[src/rtl/scr1_dma_pkg.sv]
// -----------------------------------------------------------------------------
// scr1_dma_pkg
//   Types and constants local to the single-channel dmem word-copy engine.
//   - type_scr1_dma_state_e : copy FSM states
//   - SCR1_DMA_WORD_BYTES   : pointer increment per copied word
//   - scr1_dma_misaligned() : word-alignment test on the low address bits
// -----------------------------------------------------------------------------
package scr1_dma_pkg;

    typedef enum logic [2:0] {
        SCR1_DMA_IDLE    = 3'd0,
        SCR1_DMA_RD_REQ  = 3'd1,
        SCR1_DMA_RD_WAIT = 3'd2,
        SCR1_DMA_WR_REQ  = 3'd3,
        SCR1_DMA_WR_WAIT = 3'd4
    } type_scr1_dma_state_e;

    localparam int unsigned SCR1_DMA_WORD_BYTES = 4;

    // Only word transfers are issued, so any set low bit is an error.
    function automatic logic scr1_dma_misaligned(input logic [1:0] addr_lsb);
        return |addr_lsb;
    endfunction

endpackage : scr1_dma_pkg

[src/rtl/scr1_memif_pkg.sv]
// -----------------------------------------------------------------------------
// scr1_memif_pkg
//   SCR1 memory-interface types shared by every dmem/imem initiator and
//   responder: request command, access width and response code.
//   Encodings match the core's memif definitions so blocks built against
//   either copy interoperate on the same bus.
// -----------------------------------------------------------------------------
package scr1_memif_pkg;

    typedef enum logic {
        SCR1_MEM_CMD_RD = 1'b0,
        SCR1_MEM_CMD_WR = 1'b1
    } type_scr1_mem_cmd_e;

    typedef enum logic [1:0] {
        SCR1_MEM_WIDTH_BYTE  = 2'b00,
        SCR1_MEM_WIDTH_HWORD = 2'b01,
        SCR1_MEM_WIDTH_WORD  = 2'b10
    } type_scr1_mem_width_e;

    typedef enum logic [1:0] {
        SCR1_MEM_RESP_NOTRDY = 2'b00,
        SCR1_MEM_RESP_RDY_OK = 2'b01,
        SCR1_MEM_RESP_RDY_ER = 2'b10
    } type_scr1_mem_resp_e;

endpackage : scr1_memif_pkg

[src/rtl/scr1_dma_copy.sv]
// -----------------------------------------------------------------------------
// scr1_dma_copy
//   Single-channel word-copy engine. Reads a word from src, writes it to dst,
//   advances both pointers by one word and repeats for len words. Acts as an
//   initiator on the SCR1 dmem request/response interface with exactly one
//   transaction outstanding.
//
// Ports
//   clk, rst        : block clock, asynchronous active-high reset
//   start           : one-cycle command strobe, ignored unless idle
//   abort           : level; stop after the word in progress is written
//   src_addr/dst_addr/len : job parameters, sampled on an accepted start
//   busy            : job in progress (drops in the done/err pulse cycle)
//   done / err      : one-cycle completion / error pulses
//   err_addr        : address of the most recent error (sticky)
//   words_done      : words fully written since the last accepted start
//   dmem_*          : SCR1 dmem initiator port (req/cmd/width/addr/wdata out,
//                     req_ack/rdata/resp in)
//
// Timing with a zero-wait responder: RD_REQ, RD_WAIT, WR_REQ, WR_WAIT per
// word, i.e. 4 cycles/word; done/err appear the cycle after the last response.
// -----------------------------------------------------------------------------
module scr1_dma_copy
    import scr1_memif_pkg::*;
    import scr1_dma_pkg::*;
#(
    parameter int AWIDTH    = 32,
    parameter int DWIDTH    = 32,
    parameter int LEN_WIDTH = 16
) (
    input  logic                 clk,
    input  logic                 rst,

    // Command / status
    input  logic                 start,
    input  logic                 abort,
    input  logic [AWIDTH-1:0]    src_addr,
    input  logic [AWIDTH-1:0]    dst_addr,
    input  logic [LEN_WIDTH-1:0] len,
    output logic                 busy,
    output logic                 done,
    output logic                 err,
    output logic [AWIDTH-1:0]    err_addr,
    output logic [LEN_WIDTH-1:0] words_done,

    // dmem initiator
    output logic                 dmem_req,
    output type_scr1_mem_cmd_e   dmem_cmd,
    output type_scr1_mem_width_e dmem_width,
    output logic [AWIDTH-1:0]    dmem_addr,
    output logic [DWIDTH-1:0]    dmem_wdata,
    input  logic                 dmem_req_ack,
    input  logic [DWIDTH-1:0]    dmem_rdata,
    input  type_scr1_mem_resp_e  dmem_resp
);

    type_scr1_dma_state_e  state;
    logic [AWIDTH-1:0]     src_ptr;
    logic [AWIDTH-1:0]     dst_ptr;
    logic [LEN_WIDTH-1:0]  remaining;
    logic [DWIDTH-1:0]     data_buf;
    // Sticky: abort was high at some point during the current word.
    logic                  abort_seen;

    logic [AWIDTH-1:0]     src_nxt;
    logic [AWIDTH-1:0]     dst_nxt;
    logic                  last_word;

    assign src_nxt    = src_ptr + AWIDTH'(SCR1_DMA_WORD_BYTES);
    assign dst_nxt    = dst_ptr + AWIDTH'(SCR1_DMA_WORD_BYTES);
    assign last_word  = (remaining == LEN_WIDTH'(1));

    // Only word accesses are ever issued.
    assign dmem_width = SCR1_MEM_WIDTH_WORD;
    // The write-data register doubles as the read capture buffer.
    assign dmem_wdata = data_buf;

    always_ff @(posedge clk or posedge rst) begin
        if (rst) begin
            state      <= SCR1_DMA_IDLE;
            busy       <= 1'b0;
            done       <= 1'b0;
            err        <= 1'b0;
            err_addr   <= '0;
            words_done <= '0;
            dmem_req   <= 1'b0;
            dmem_cmd   <= SCR1_MEM_CMD_RD;
            dmem_addr  <= '0;
            data_buf   <= '0;
            src_ptr    <= '0;
            dst_ptr    <= '0;
            remaining  <= '0;
            abort_seen <= 1'b0;
        end else begin
            // Pulses default low; set only in the cycle that ends a job.
            done <= 1'b0;
            err  <= 1'b0;

            if ((state != SCR1_DMA_IDLE) && abort) begin
                abort_seen <= 1'b1;
            end

            case (state)
                SCR1_DMA_IDLE: begin
                    if (start) begin
                        src_ptr    <= src_addr;
                        dst_ptr    <= dst_addr;
                        remaining  <= len;
                        words_done <= '0;
                        abort_seen <= 1'b0;
                        // Alignment faults and empty jobs finish without
                        // touching the bus; src is reported before dst.
                        if (scr1_dma_misaligned(src_addr[1:0])) begin
                            err      <= 1'b1;
                            err_addr <= src_addr;
                        end else if (scr1_dma_misaligned(dst_addr[1:0])) begin
                            err      <= 1'b1;
                            err_addr <= dst_addr;
                        end else if (len == '0) begin
                            done <= 1'b1;
                        end else begin
                            busy      <= 1'b1;
                            state     <= SCR1_DMA_RD_REQ;
                            dmem_req  <= 1'b1;
                            dmem_cmd  <= SCR1_MEM_CMD_RD;
                            dmem_addr <= src_addr;
                        end
                    end
                end

                // Request fields are registers and only change on ack,
                // which keeps them stable while the responder stalls.
                SCR1_DMA_RD_REQ: begin
                    if (dmem_req_ack) begin
                        dmem_req <= 1'b0;
                        state    <= SCR1_DMA_RD_WAIT;
                    end
                end

                SCR1_DMA_RD_WAIT: begin
                    case (dmem_resp)
                        SCR1_MEM_RESP_RDY_OK: begin
                            data_buf  <= dmem_rdata;
                            state     <= SCR1_DMA_WR_REQ;
                            dmem_req  <= 1'b1;
                            dmem_cmd  <= SCR1_MEM_CMD_WR;
                            dmem_addr <= dst_ptr;
                        end
                        SCR1_MEM_RESP_RDY_ER: begin
                            err      <= 1'b1;
                            err_addr <= src_ptr;
                            busy     <= 1'b0;
                            state    <= SCR1_DMA_IDLE;
                        end
                        default: ;
                    endcase
                end

                SCR1_DMA_WR_REQ: begin
                    if (dmem_req_ack) begin
                        dmem_req <= 1'b0;
                        state    <= SCR1_DMA_WR_WAIT;
                    end
                end

                SCR1_DMA_WR_WAIT: begin
                    case (dmem_resp)
                        SCR1_MEM_RESP_RDY_OK: begin
                            src_ptr    <= src_nxt;
                            dst_ptr    <= dst_nxt;
                            words_done <= words_done + LEN_WIDTH'(1);
                            remaining  <= remaining - LEN_WIDTH'(1);
                            // Abort in this very cycle also counts.
                            if (last_word || abort_seen || abort) begin
                                done  <= 1'b1;
                                busy  <= 1'b0;
                                state <= SCR1_DMA_IDLE;
                            end else begin
                                abort_seen <= 1'b0;
                                state      <= SCR1_DMA_RD_REQ;
                                dmem_req   <= 1'b1;
                                dmem_cmd   <= SCR1_MEM_CMD_RD;
                                dmem_addr  <= src_nxt;
                            end
                        end
                        SCR1_MEM_RESP_RDY_ER: begin
                            err      <= 1'b1;
                            err_addr <= dst_ptr;
                            busy     <= 1'b0;
                            state    <= SCR1_DMA_IDLE;
                        end
                        default: ;
                    endcase
                end

                default: begin
                    state    <= SCR1_DMA_IDLE;
                    busy     <= 1'b0;
                    dmem_req <= 1'b0;
                end
            endcase
        end
    end

endmodule : scr1_dma_copy

[config.mk]
export PLATFORM = sky130hd
export DESIGN_NAME = scr1_dma_copy
export DESIGN_NICKNAME = d
export VERILOG_FILES = /design/src/rtl/scr1_dma_pkg.sv /design/src/rtl/scr1_memif_pkg.sv /design/src/rtl/scr1_dma_copy.sv
export SDC_FILE = /design/constraint.sdc
export NUM_CORES = 1
export LEC_CHECK = 0
export BUFFER_PORTS_ARGS = -buffer_cell sky130_fd_sc_hd__clkbuf_2
export CORE_MARGIN = 2
export CORE_UTILIZATION = 35
export CTS_CLUSTER_DIAMETER = 150
export DETAILED_ROUTE_END_ITERATION = 12
export HOLD_SLACK_MARGIN = 0.1
export MAX_ROUTING_LAYER = met4
export PLACE_DENSITY = 0.67
export RECOVER_POWER = 25
export SKIP_CTS_REPAIR_TIMING = 1
export SLEW_MARGIN = 20
export SYNTH_ARGS = -nofsm -noshare
export SYNTH_HDL_FRONTEND = slang
export SYNTH_SLANG_ARGS = --single-unit
[constraint.sdc]
create_clock -name clk -period 18.15 [get_ports clk]
set_input_delay 3.63 -clock clk [delete_from_list [all_inputs] [get_ports clk]]
set_output_delay 3.63 -clock clk [all_outputs]
set_load 0.05 [all_outputs]
==> impl_metrics.toml, run 1 <==
[floorplan]
num_io_pins = 238
die_area_sq_um = 34120
core_area_sq_um = 32370
floorplan.initialDensity = 0.3531
rows = 66
floorplan.die.width_microns = 184.7
dieHeight_microns = 184.7

[detailed_routing]
detail_route.wirelength_mm = 37.98
drc = 0
routed_wire_length_per_instance_microns = 19.46
drt_pre_antenna_iters = 5
route.detailed.vias_per_inst = 5.599
num_vias = 10929
final_antenna_net_count = 0
drtIter0Drc = 856

[setup_path]
cp_data_arrival_time_ns = 9.59
setup.worst_path.end_class = "async pin"
wp_depth = 4
cp_num_buf_inv = 4
timing.setup.critical_path_class = "in2async"
worst_path_max_delay_cell = "sky130_fd_sc_hd__clkbuf_1"
cpPeakStageDelay_ns = 2.83
critical_path.cell_chain = "clkbuf_2 > clkinvlp_2 > clkbuf_1 > buf_4"
timing.reg2reg.worst_path_depth = 8
critical_path_peak_fanout = 78
critical_path.top_delay_family = "buffers and inverters"
timing.critical_path.from_type = "input pin"
critical_path_required_ns = 18.72

[yosys]
yosysSeqAreaShare = 0.4401
cell_variety_after_synth = 74
total_of_warnings_raised_by_yosys = 0
syn_area_sq_um = 11430
post-synth-top-area-cell = "sky130_fd_sc_hd__dfrtp_1"
synth_top_area_share = 0.4401
syn_avg_cell_area_sq_um = 8.652
synth_area_leaders = "sky130_fd_sc_hd__dfrtp_1 44%, sky130_fd_sc_hd__a21oi_1 7.0%, sky130_fd_sc_hd__nand2_1 6.1%"
asyncSetResetFlopFracSynth = 1.000
synth_fp_nets = 1447
number_of_instances_in_the_synthesized_netlist = 1321
synthFlopType = "sky130_fd_sc_hd__dfrtp_1"
ys_ff_latch = 201
synth_edf_count = 0

[timing]
clock.fmax_mhz = 110.8
maxSlewHeadroom = -1.570
min_period_ns = 9.026
timing.final.setup_violations = 0
fin_ws_ns = 9.124
timing.final.crit_share = 0.4973
worst_slew_pin_slew_ns = 3.855
final-hold-violation-count = 0
finalClockSkew_ns = 0.02398
tns_ns = 0
finalMaxSlewViolations = 268
grt_setup_unrepaired = "no"

[clocking]
clockRootBuffer = "sky130_fd_sc_hd__clkbuf_16"
clkTransAtPathRegs_ns = 0.06
worst_skew_pair.late_latency_ns = 0.54
clockBufferDepth = 3
tritoncts_clock_tree = "built"
htreeDepth = 1
cts_bufs_inserted = 24
total_number_of_clock_tree_sinks = 201

[finish]
final_core_utilization = 0.4199
final_cells = 1952
drive_gt1_frac = 0.2345
area_growth_pct = 18.93
nets = 1610
fill_cells = 3291

[placed_design]
port_buffers = 235
dpl.hpwl_mm = 26.18
numPlacedInstances = 1900
post-place-ws_ns = 11.89
globalplace.congestion = 0.9390

[power]
p_leak_nw = 5.844
cellPowerDensity_nw_per_um2 = 192.7
post-layout-total-power_mw = 2.619
power.ir.vdd_worst_mv = 0.09555

[min_path]
cell_depth_of_the_worst_min_delay_path = 1
class_of_the_tightest_hold_or_removal_check = "reg2reg"

[run_status]
outcome = "finished with violations"
violations = "capacitance limit, slew limit"

[grt]
overall_overflow_remaining_after_global_route = 0
antenna_found_initial = 9
grt_pass1_wl_mm = 57.94
grt_util_all_layers = 0.2234
first_global_vias = 10127
maximum_number_of_pins_on_one_net_before_global_route_repair = 100

[flow_run]
timing.max_cap.violations = 4
-- path summary, 6_finish.rpt --
path                               from        endpoint  slack (ns)
setup / recovery                    rst    remaining[7]        9.12
hold / removal                 dmem_cmd        dmem_cmd        0.48
setup reg to reg               state[2]  words_done[14]       13.86
hold reg to reg                dmem_cmd        dmem_cmd        0.48
max in group clk           dmem_resp[1]  words_done[14]       11.18
min in group asynchronous           rst        state[1]        4.13
-- registers in the layout (all words and copies together) (netlist names), 3 cells and up --
signal / flops
dst_ptr: 32
src_ptr: 32
dmem_wdata: 32
err_addr: 32
dmem_addr: 32
state: 3
words_done: 16
remaining: 16
-- layout by cell type (no fill, tap or decap), drive strengths merged, types with 41 or more instances in the layout --
| cell | synthesis | final |
|---|---|---|
| nand2 | 186 | 186 |
| o21ai | 95 | 95 |
| nand3 | 43 | 43 |
| a221oi | 49 | 49 |
| dfrtp | 201 | 201 |
| clkbuf | 53 | 274 |
| nor2 | 131 | 131 |
| a21oi | 161 | 161 |
| mux2 | 41 | 41 |
-- cells by family (layout without fill, tap and decap cells) --
kind of cell | after synthesis | count (layout) | synth area share
adders and majority gates | 7 | 7 | 0.007662
buffers and inverters | 126 | 306 | 0.04828
other | 2 | 11 | 0.0006571
xor gates and xnor gates | 51 | 51 | 0.03908
muxes | 45 | 45 | 0.04390
AOI/OAI and AO/OA | 391 | 391 | 0.2089
and+or+nand+nor | 498 | 498 | 0.2115
DFF | 201 | 201 | 0.4401
-- area by class of cell --
cell class,count,area [sq um],share of cell area
multi-input combinational,994,5887,0.4331
sequential,201,5030,0.3700
timing repair buffer,251,1275,0.09380
clock buffer,36,705.7,0.05191
tap,442,553.0,0.04068
clock inverter,7,73.82,0.005431
inverter,12,46.29,0.003406
antenna,9,22.52,0.001657
-- stage by stage --
stage / hold slack [ns] / cell area, sq um
3_5_place_dp: 0.4668 / 12840
2_1_floorplan: 0.4663 / 11430
3_3_place_gp: 0.4651 / 12840
6_report: 0.4824 / 13590
4_1_cts: 0.4808 / 13620
5_1_grt: 0.5013 / 13590
-- synthesized netlist by cell type (4+ instances only) --
cell and count:
sky130_fd_sc_hd__a22o_1 5, sky130_fd_sc_hd__o22ai_1 17, sky130_fd_sc_hd__buf_4 4, sky130_fd_sc_hd__nor3b_1 4, sky130_fd_sc_hd__buf_2 34, sky130_fd_sc_hd__a2bb2oi_1 9
sky130_fd_sc_hd__nand4_1 26, sky130_fd_sc_hd__and2_1 5, sky130_fd_sc_hd__nor3_1 16, sky130_fd_sc_hd__nor4_1 14, sky130_fd_sc_hd__a22oi_1 16, sky130_fd_sc_hd__mux2_2 41
sky130_fd_sc_hd__inv_1 12, sky130_fd_sc_hd__and4_1 9, sky130_fd_sc_hd__and3_1 13, sky130_fd_sc_hd__buf_1 21, sky130_fd_sc_hd__dfrtp_1 201, sky130_fd_sc_hd__nor2b_1 15
sky130_fd_sc_hd__a21o_1 5, sky130_fd_sc_hd__xnor2_1 24, sky130_fd_sc_hd__a21oi_1 160, sky130_fd_sc_hd__o22a_1 7, sky130_fd_sc_hd__o21ai_1 4, sky130_fd_sc_hd__nor4_2 4
sky130_fd_sc_hd__nor2_1 128, sky130_fd_sc_hd__xor2_1 27, sky130_fd_sc_hd__ha_1 7, sky130_fd_sc_hd__clkbuf_1 50, sky130_fd_sc_hd__a221oi_1 49, sky130_fd_sc_hd__nand2_1 186
sky130_fd_sc_hd__nand3_1 40, sky130_fd_sc_hd__mux2i_1 4, sky130_fd_sc_hd__or3_1 7, sky130_fd_sc_hd__a31oi_1 8, sky130_fd_sc_hd__o21ai_0 89
-- layer usage --
layer,GRT usage,routed length (microns),vias up,part of all wire
met1,0.2799,15550,5257,0.41
met5,-,0,-,0
li1,-,-,5108,-
met2,0.3405,17280,482,0.46
met3,0.07271,4091,82,0.11
met4,0.07492,1056,0,0.028
-- power breakdown --
| group | switching [mW] | leakage (nW) | internal, mW | total, mW |
|---|---|---|---|---|
| Clock | 0.198 | 0.383 | 0.282 | 0.480 |
| Combinational | 0.889 | 3.05 | 0.372 | 1.26 |
| Sequential | 0.226 | 2.41 | 0.653 | 0.878 |
| Total | 1.31 | 5.84 | 1.31 | 2.62 |
Power figures use the tool's default switching activity.
==> run 2, diff against run 1 <==
- ABC_AREA: default -> 1
- clock period: 18.15 -> 8.75 ns (I/O delays scaled with it)
==> run 2 against run 1 <==
Effect of this change:
- the flow now finishes without violations
- first-iteration DRC count rose by 8.8%
- die area rose by 4.8%
- global-route usage rose by 1.2 points
- clock power rose by 140%
- highest routed layer unchanged
- sequential share of layout area fell by 1.9 points
- critical path depth rose by 6
==> impl_metrics.toml, run 2 <==
[timing]
final-hold-violation-count = 0
clock.fmax_mhz = 235.0
timing.final.crit_share = 0.4862
maxSlewHeadroom = 0.2885
min_period_ns = 4.255
finalClockSkew_ns = 0.02800
finalMaxSlewViolations = 0
timing.final.setup_violations = 0
tns_ns = 0
fin_ws_ns = 4.495
grt_setup_unrepaired = "no"
worst_slew_pin_slew_ns = 1.067

[power]
power.ir.vdd_worst_mv = 0.2297
p_leak_nw = 7.044
cellPowerDensity_nw_per_um2 = 407.1
post-layout-total-power_mw = 5.839

[finish]
drive_gt1_frac = 0.1756
final_core_utilization = 0.4267
most_common_library_cell_in_the_layout_ignoring_fill_and_taps = "sky130_fd_sc_hd__nand2_1"
antennaDiodeCount = 0
nets = 2028
final_cell_mix = "508 x sky130_fd_sc_hd__nand2_1, 236 x sky130_fd_sc_hd__nor2_1, 233 x sky130_fd_sc_hd__clkbuf_2"
area_growth_pct = 19.65

[grt]
grt_util_all_layers = 0.2352
maximum_number_of_pins_on_one_net_before_global_route_repair = 140
first_global_vias = 11915
overall_overflow_remaining_after_global_route = 0
antenna_found_initial = 0
grt_pass1_wl_mm = 65.30

[setup_path]
cp_data_arrival_time_ns = 4.71
timing.critical_path.from_type = "input pin"
critical_path_peak_fanout = 78
setup.worst_path.end_class = "register"
timing.setup.critical_path_class = "in2reg"
critical_path_required_ns = 9.21

[floorplan]
core_area_sq_um = 33620
num_io_pins = 238
die_area_sq_um = 35750
floorplan.initialDensity = 0.3566
dieHeight_microns = 189.1
floorplan.die.width_microns = 189.1
rows = 67

[clocking]
worst_skew_pair.late_latency_ns = 0.55
htreeDepth = 1
tritoncts_clock_tree = "built"
clkTransAtPathRegs_ns = 0.06
clockRootBuffer = "sky130_fd_sc_hd__clkbuf_16"
cts_bufs_inserted = 25
clockBufferDepth = 3
total_number_of_clock_tree_sinks = 201

[yosys]
synth_top_family_by_area = "simple AND/OR/NAND/NOR gates"
yosys-top-cells-count = "509 x sky130_fd_sc_hd__nand2_1, 237 x sky130_fd_sc_hd__nor2_1, 201 x sky130_fd_sc_hd__dfrtp_1, 167 x sky130_fd_sc_hd__inv_1, 140 x sky130_fd_sc_hd__o21ai_0"
synth-xor-area-share = 0.005114
yosysSeqAreaShare = 0.4196
synth_top_area_share = 0.4196
simple_gate_share_of_the_synthesized_area = 0.2969
synthFlopType = "sky130_fd_sc_hd__dfrtp_1"
cell_variety_after_synth = 43
synth_area_leaders = "sky130_fd_sc_hd__dfrtp_1 42%, sky130_fd_sc_hd__nand2_1 16%, sky130_fd_sc_hd__nor2_1 7.4%"
syn_area_sq_um = 11990
number_of_instances_in_the_synthesized_netlist = 1709
synth_edf_count = 0
share_of_synthesized_area_spent_on_multiplexers = 0.03006
syn_avg_cell_area_sq_um = 7.014
ys_ff_latch = 201
total_of_warnings_raised_by_yosys = 0
asyncSetResetFlopFracSynth = 1.000
post-synth-top-area-cell = "sky130_fd_sc_hd__dfrtp_1"
yosys.cell_count.top_type = "sky130_fd_sc_hd__nand2_1"
synth_fp_nets = 1835
area_fraction_in_compound_gates_after_synthesis = 0.1545
synth_fa_ha_area_frac = 0.007306

[placed_design]
post-place-ws_ns = 4.056
globalplace.congestion = 0.9412
port_buffers = 235
dpl.hpwl_mm = 28.70

[detailed_routing]
route.detailed.vias_per_inst = 5.194
final_antenna_net_count = 0
num_vias = 12295
detail_route.wirelength_mm = 40.65
drc = 0
routed_wire_length_per_instance_microns = 17.17
drtIter0Drc = 931
drt_pre_antenna_iters = 6

[min_path]
class_of_the_tightest_hold_or_removal_check = "reg2reg"

[run_status]
outcome = "complete, no violations"

[flow_run]
timing.max_cap.violations = 0
-- run 2: cell types whose count changed after synthesis, sizes merged, moves of 23 or more --
cell,change
nand2,+325
inv,+160
nor2,+112
a21oi,-89
a221oi,-49
o21ai,+48
nand3,+42
o22ai,+29
clkbuf,-24
xnor2,-23
-- run 2: kinds of logic after synthesis --
family / count (synthesis)
multiplexers: 32
adder cells (fa/ha/maj): 7
AO/OA/AOI/OAI: 328
buffers and inverters: 251
flip-flops: 201
AND/OR/NAND/NOR: 881
XOR/XNOR: 7
other: 2
-- run 2: worst paths after layout --
check	from	end	slack, ns	depth (start not counted)
max	start	words_done[6]	4.50	10
max reg2reg	state[1]	words_done[6]	5.03	12
min	dmem_cmd	dmem_cmd	0.48	2
min in group asynchronous	rst	dst_ptr[29]	1.46	2
max in group asynchronous	rst	err_addr[3]	5.86	3
min reg2reg	dmem_cmd	dmem_cmd	0.48	2
-- run 2: layout make-up --
cell class              count  area [sq um]
fillers                  3480         19270
well taps                 448         560.5
clock buffers              33         705.7
repair buffers            245          1245
clock inverters            11         190.2
flip-flops and latches    201          5030
inverters                 172         653.1
multi-input cells        1257          5959
-- run 2: critical path, stage by stage --
cell	delay [ns]
sky130_fd_sc_hd__clkbuf_1	0.15
sky130_fd_sc_hd__nand2_1	0.59
sky130_fd_sc_hd__nand2_4	0.82
sky130_fd_sc_hd__buf_4	0.68
sky130_fd_sc_hd__nand2_1	0.10
sky130_fd_sc_hd__nor2_1	0.21
sky130_fd_sc_hd__nand2_1	0.10
sky130_fd_sc_hd__nand2_1	0.07
sky130_fd_sc_hd__nand2_1	0.04
sky130_fd_sc_hd__nor2_1	0.11
-- run 2: layer usage --
metal / vias up / wire [microns] / global-route usage
met5: - / 0 / -
met4: 0 / 2067 / 0.1019
met3: 119 / 2744 / 0.03225
met2: 525 / 18000 / 0.3645
met1: 5688 / 17830 / 0.3083
li1: 5963 / - / -
-- run 2: stage by stage --
stage | instance area [sq um] | hold slack, ns | cells
3_5_place_dp | 13450 | 0.4666 | 2323
6_report | 14340 | 0.4757 | 2367
5_1_grt | 14340 | 0.4979 | 2367
3_3_place_gp | 13450 | 0.4576 | 2323
4_1_cts | 14350 | 0.4812 | 2367
2_1_floorplan | 11990 | 0.4489 | 1709
-- run 2: power breakdown --
part           switching [mW]  internal (mW)
clock                   0.427          0.712
combinational            2.21          0.767
sequential              0.361           1.36
total                    3.00           2.84
==> run 3, diff against run 2 <==
- ABC_AREA: 1 -> 0
- PLACE_DENSITY: 0.67 -> 0.69
- clock period: 8.75 -> 3.8 ns (I/O delays scaled with it)
==> run 3 against run 2 <==
Effect of this change:
- the run now ends with capacitance limit, slew limit left
- clock-buffer cell count up 1
- flip-flop and latch count unchanged
- worst setup slack worse by 3.6 ns
- hold slack worse by 0.33 ns
- critical endpoint is now err_addr[24]
- critical path depth down 7
- first-iteration DRC count down 9.1%
- largest power group unchanged
- cell area down 3.5%
- combinational power up 100%
==> impl_metrics.toml, run 3 (same netlist as run 1, synthesis figures left out) <==
[floorplan]
floorplan.initialDensity = 0.3531
rows = 66
num_io_pins = 238
dieHeight_microns = 184.7
core_area_sq_um = 32370
floorplan.die.width_microns = 184.7
die_area_sq_um = 34120

[detailed_routing]
num_vias = 10948
drt_pre_antenna_iters = 5
routed_wire_length_per_instance_microns = 19.21
detail_route.wirelength_mm = 37.70
final_antenna_net_count = 0
drtIter0Drc = 846
route.detailed.vias_per_inst = 5.577
drc = 0

[power]
cellPowerDensity_nw_per_um2 = 921.7
power.ir.vdd_worst_mv = 0.5103
p_leak_nw = 5.994
post-layout-total-power_mw = 12.76

[clocking]
worst_skew_pair.late_latency_ns = 0.54
tritoncts_clock_tree = "built"
total_number_of_clock_tree_sinks = 201
clkTransAtPathRegs_ns = 0.06
cts_bufs_inserted = 25
clockBufferDepth = 3
htreeDepth = 1
clockRootBuffer = "sky130_fd_sc_hd__clkbuf_16"

[timing]
fin_ws_ns = 0.9239
timing.final.crit_share = 0.7569
final-hold-violation-count = 0
finalClockSkew_ns = 0.01398
min_period_ns = 2.876
grt_setup_unrepaired = "no"
finalMaxSlewViolations = 97
worst_slew_pin_slew_ns = 2.501
clock.fmax_mhz = 347.7
tns_ns = 0
final.hold.worst_slack_ns = 0.1500
maxSlewHeadroom = -0.6673
timing.final.setup_violations = 0

[setup_path]
critical_path_peak_fanout = 96
timing_startpoint_of_the_critical_path = "rst"
setup.worst_path.end_class = "async pin"
critical_path_required_ns = 3.91
timing.setup.critical_path_class = "in2async"
r2r_end = "err_addr[21]"
timing.reg2reg.worst_path_depth = 7
critPathCapture = "err_addr[24]"
cp_data_arrival_time_ns = 2.99
worst_r2r_start = "state[1]"
timing.critical_path.from_type = "input pin"
reg2reg_setup_slack_ns = 0.95

[grt]
antenna_found_initial = 7
grt_pass1_wl_mm = 57.95
grt_util_all_layers = 0.2218
overall_overflow_remaining_after_global_route = 0
maximum_number_of_pins_on_one_net_before_global_route_repair = 106
first_global_vias = 10115

[run_status]
violations = "capacitance limit, slew limit"
outcome = "finished with violations"

[finish]
fill_cells = 3266
drive_gt1_frac = 0.2505
area_growth_pct = 21.11
final-seq-area_sq_um = 5030
most_common_library_cell_in_the_layout_ignoring_fill_and_taps = "sky130_fd_sc_hd__clkbuf_2"
nets = 1620
final_cell_mix = "236 x sky130_fd_sc_hd__clkbuf_2, 201 x sky130_fd_sc_hd__dfrtp_1, 184 x sky130_fd_sc_hd__nand2_1"
multi_input_comb_area_sq_um = 5903

[placed_design]
dpl.hpwl_mm = 26.03
globalplace.congestion = 0.9368
port_buffers = 235
post-place-ws_ns = 0.6458

[flow_run]
timing.max_cap.violations = 1

[min_path]
class_of_the_tightest_hold_or_removal_check = "in2async"
run 3: per-layer routing:
layer	up-vias	global-route usage	routed length (microns)	share of wire
met4	0	0.06476	1081	0.029
met2	495	0.3462	17230	0.46
met5	-	-	0	0
met1	5243	0.2822	15640	0.41
met3	78	0.06026	3752	0.10
li1	5132	-	-	-
run 3: worst max-delay path: stages:
cell and delay [ns]:
sky130_fd_sc_hd__clkbuf_2 0.09, sky130_fd_sc_hd__clkinvlp_2 0.23, sky130_fd_sc_hd__clkbuf_2 1.78
run 3: final cells by class:
class,instances,share of cell area
Antenna cell,8,0.001446
Clock buffer,34,0.05125
Clock inverter,12,0.009491
Inverter,12,0.003344
Multi-Input combinational cell,994,0.4265
Sequential cell,201,0.3634
Tap cell,442,0.03995
Timing Repair Buffer,260,0.1047
run 3: through the flow:
step                instances  instance area, sq um  utilization
CTS                      1955                 13840       0.4275
floorplan                1321                 11430            -
global route             1962                 13840       0.4275
finish                   1963                 13840       0.4276
global placement         1909                 13000       0.4016
detailed placement       1909                 13000       0.4016
run 3: worst min-delay path by stage:
| stage | from | to | cells past startpoint |
|---|---|---|---|
| final | rst | dmem_addr[0] | 2 |
| after global routing | rst | err_addr[0] | 2 |
| after CTS | rst | err_addr[1] | 2 |
| after detailed placement | dmem_cmd | dmem_cmd | 1 |
| after global placement | dmem_cmd | dmem_cmd | 1 |
| after floorplan | abort_seen | abort_seen | 2 |
run 3: where the power goes:
part / total [mW] / switching, mW / leakage [nW] / internal [mW]
sequential: 4.23 / 1.12 / 2.41 / 3.11
combinational: 6.10 / 4.24 / 3.16 / 1.86
clock: 2.43 / 0.983 / 0.418 / 1.45
total: 12.8 / 6.34 / 5.99 / 6.42
